===== src/rtl/cpu_types_pkg.sv =====
// Shared CPU types: register index, pipeline sequencer state, the enable/flush
// bundle and the hazard priority encoder used once the MEM stage is not frozen.
package cpu_types_pkg;

    typedef logic [4:0] regbits_t;

    typedef enum logic [1:0] {RUN, MEMWAIT, HALT} pipe_state_t;

    typedef struct packed {
        logic pc_en;
        logic ifid_en;
        logic idex_en;
        logic exmem_en;
        logic memwb_en;
        logic ifid_flush;
        logic idex_flush;
    } pipe_ctrl_t;

    // Redirect beats load-use, which beats an instruction-cache miss.
    function automatic pipe_ctrl_t flow_ctrl(input logic redirect, input logic load_use,
                                             input logic ihit);
        pipe_ctrl_t c;
        c = pipe_ctrl_t'(7'b11111_00);
        if (redirect) begin
            c.ifid_flush = 1'b1;
            c.idex_flush = 1'b1;
        end else if (load_use) begin
            c.pc_en      = 1'b0;
            c.ifid_en    = 1'b0;
            c.idex_flush = 1'b1;
        end else if (!ihit) begin
            c.pc_en      = 1'b0;
            c.ifid_flush = 1'b1;
        end
        return c;
    endfunction

endpackage


===== src/rtl/load_use_detect.sv =====
// Flags a decode-stage read of the register a load in EX is about to write.
// $0 is hardwired to zero and therefore never a hazard.
module load_use_detect
    import cpu_types_pkg::*;
(
    input  logic     ex_dREN,
    input  regbits_t ex_wsel,
    input  regbits_t id_rs,
    input  regbits_t id_rt,
    input  logic     id_uses_rt,
    output logic     load_use
);

    assign load_use = ex_dREN && (ex_wsel != '0) &&
                      ((ex_wsel == id_rs) || (id_uses_rt && (ex_wsel == id_rt)));

endmodule


===== config.mk =====
export PLATFORM = sky130hd
export DESIGN_NAME = load_use_detect
export DESIGN_NICKNAME = d
export VERILOG_FILES = /design/src/rtl/cpu_types_pkg.sv /design/src/rtl/load_use_detect.sv
export SDC_FILE = /design/constraint.sdc
export NUM_CORES = 1
export LEC_CHECK = 0
export CAP_MARGIN = 25
export CELL_PAD_IN_SITES_DETAIL_PLACEMENT = 2
export CELL_PAD_IN_SITES_GLOBAL_PLACEMENT = 2
export CORE_AREA = 2 2 39 41
export DETAILED_ROUTE_END_ITERATION = 7
export DIE_AREA = 0 0 41 43
export PLACE_DENSITY_LB_ADDON = 0.3
export SLEW_MARGIN = 20
export SYNTH_ARGS = -nofsm -noshare
export SYNTH_HDL_FRONTEND = slang
export SYNTH_SLANG_ARGS = --single-unit

===== constraint.sdc =====
create_clock -name vclk -period 3.3
set_input_delay 0.66 -clock vclk [all_inputs]
set_output_delay 0.66 -clock vclk [all_outputs]
set_load 0.01 [all_outputs]

==> metrics.txt <==
Layout fillers 167; first-pass GRT wire length ~970 µm; placed cells 51; WP data arrival between 2 and 2.5 ns; vias in the first global route 227; WS Path Type in2out; status complete, no violations; n_diodes 0; synthesized area about 130 µm²; core area 1380 µm²; Hold Slack 2.34 ns; die area approximately 1800 µm²; Netlist cell types 8; Final min period 3.06 ns; Vias 192; Max Cap Viol 0; VDD IR max 0.0000268 V; Total Routed Length 647 µm; drt pass-1 iters 1; area growth from synthesis to layout 151%; starting density of the core approximately a tenth; final hold vios 0; largest net degree at the start of global routing 4; Worst Hold Launch id_uses_rt; multi-input logic area ~130 µm²; Gates resized, CTS repair 0; seq_cells 0; end of the worst hold path load_use; most frequent cells in the layout clkdlybuf4s50_1 (18), xor2_1 (7), xnor2_1 (3), nand3_1 (2); post-synthesis sequential area ratio 0%; DRT iter0 DRCs 0; grt total ovfl 0; Avg WL per Cell around 13 µm; Yosys top cell area share 46.2%; hold depth 4; Final Core Density roughly 24%; Syn Nets 34; antenna viol nets, final 0; port bufs 18; Row Count 14; Pleak roughly 0.11 nW; synth warn 0; RSZ-0062 raised after global routing false; share of cells above drive strength 1 2.86%; pwr dens 115 nW/µm²; Hold WC Path Type in2out; register area 0 µm²; die width between 40 and 50 µm; initial antenna violation count 0; Yosys top cell by area xor2_1; Post-Syn Instances 17; gr usage total 7.79%; startpoint types input port; routed vias/inst between 3 and 4; Worst-Margin Slew 0.194 ns; CP Capture Type output port; # setup viols final 0; Setup Buffers After CTS 0; commonest non-fill, non-tap cell in the layout clkdlybuf4s50_1; count of pins over their slew limit 0; f_max 0.327 GHz; CTS Hold Buffers Added 0; max_slew headroom 86.9%; setup_tns 0 ns; CLK BUF 0; Post-route DRC 0; io pins 18; ranking of synthesized cells by area xor2_1 (46%), xnor2_1 (20%), nor4_2 (9.4%); Critical Path Fanout Max 3; post-route insts no fill 51; worst path required time roughly 2.6 ns; Die Ht 43 µm; fin nets 54; gpl congestion 0.677; Syn Area/Cell 7.80 µm²; Final period util 92.7%
[worst max-delay path by stage]
stage	start	cells after the start	endpoint	slack (ns)
3_3_place_gp	ex_wsel[3]	6	load_use	0.25
3_5_place_dp	ex_wsel[3]	6	load_use	0.21
5_1_grt	ex_wsel[3]	6	load_use	0.06
4_1_cts	ex_wsel[3]	6	load_use	0.21
6_report	ex_wsel[3]	6	load_use	0.24
2_1_floorplan	ex_wsel[3]	4	load_use	1.25
[metal layers]
metal | up-vias | global-route usage [%] | part of all wire [%]
li1 | 97 | - | -
met1 | 78 | 8.86 | 39
met2 | 17 | 15.0 | 49
met3 | 0 | 1.05 | 12
met4 | 0 | 0 | 0
met5 | - | 0 | 0
[report_power, final]
group	switching, mW	internal, mW	leakage [nW]	total, mW
clock	0	0	0	0
combinational	0.0129	0.0254	0.112	0.0383
sequential	0	0	0	0
[cell type report]
type | instances | area share (%)
repair buffers | 18 | 54.1
multi-input cells | 17 | 39.8
well taps | 16 | 6.02
[synth_stat cells]
cell type  instances
a21oi_1            1
nor4_2             1
xor2_1             7
nor3_1             1
or4_1              1
o21ai_1            1
xnor2_1            3
nand3_1            2
[critical path: stages]
cell	delay [ns]
clkdlybuf4s50_1	0.47
xor2_1	0.19
nor4_2	0.26
nand3_1	0.11
a21oi_1	0.15
clkdlybuf4s50_1	0.56
[cell families (layout without fill, tap and decap cells)]
logic type	count (synthesis)	after routing	synth area share, %
compound gates	2	2	7.54
buf+inv	0	18	0
simple gates	5	5	26.4
xor+xnor	10	10	66.0
[through the flow]
step | setup slack, ns | instance area (µm²) | power (mW)
2_1_floorplan | 1.25 | 133 | 0.0118
3_3_place_gp | 0.248 | 333 | 0.0379
3_5_place_dp | 0.211 | 333 | 0.0392
4_1_cts | 0.211 | 333 | 0.0395
5_1_grt | 0.0644 | 333 | 0.0419
6_report | 0.240 | 333 | 0.0383
No activity file was read; power rests on OpenSTA's default activity.
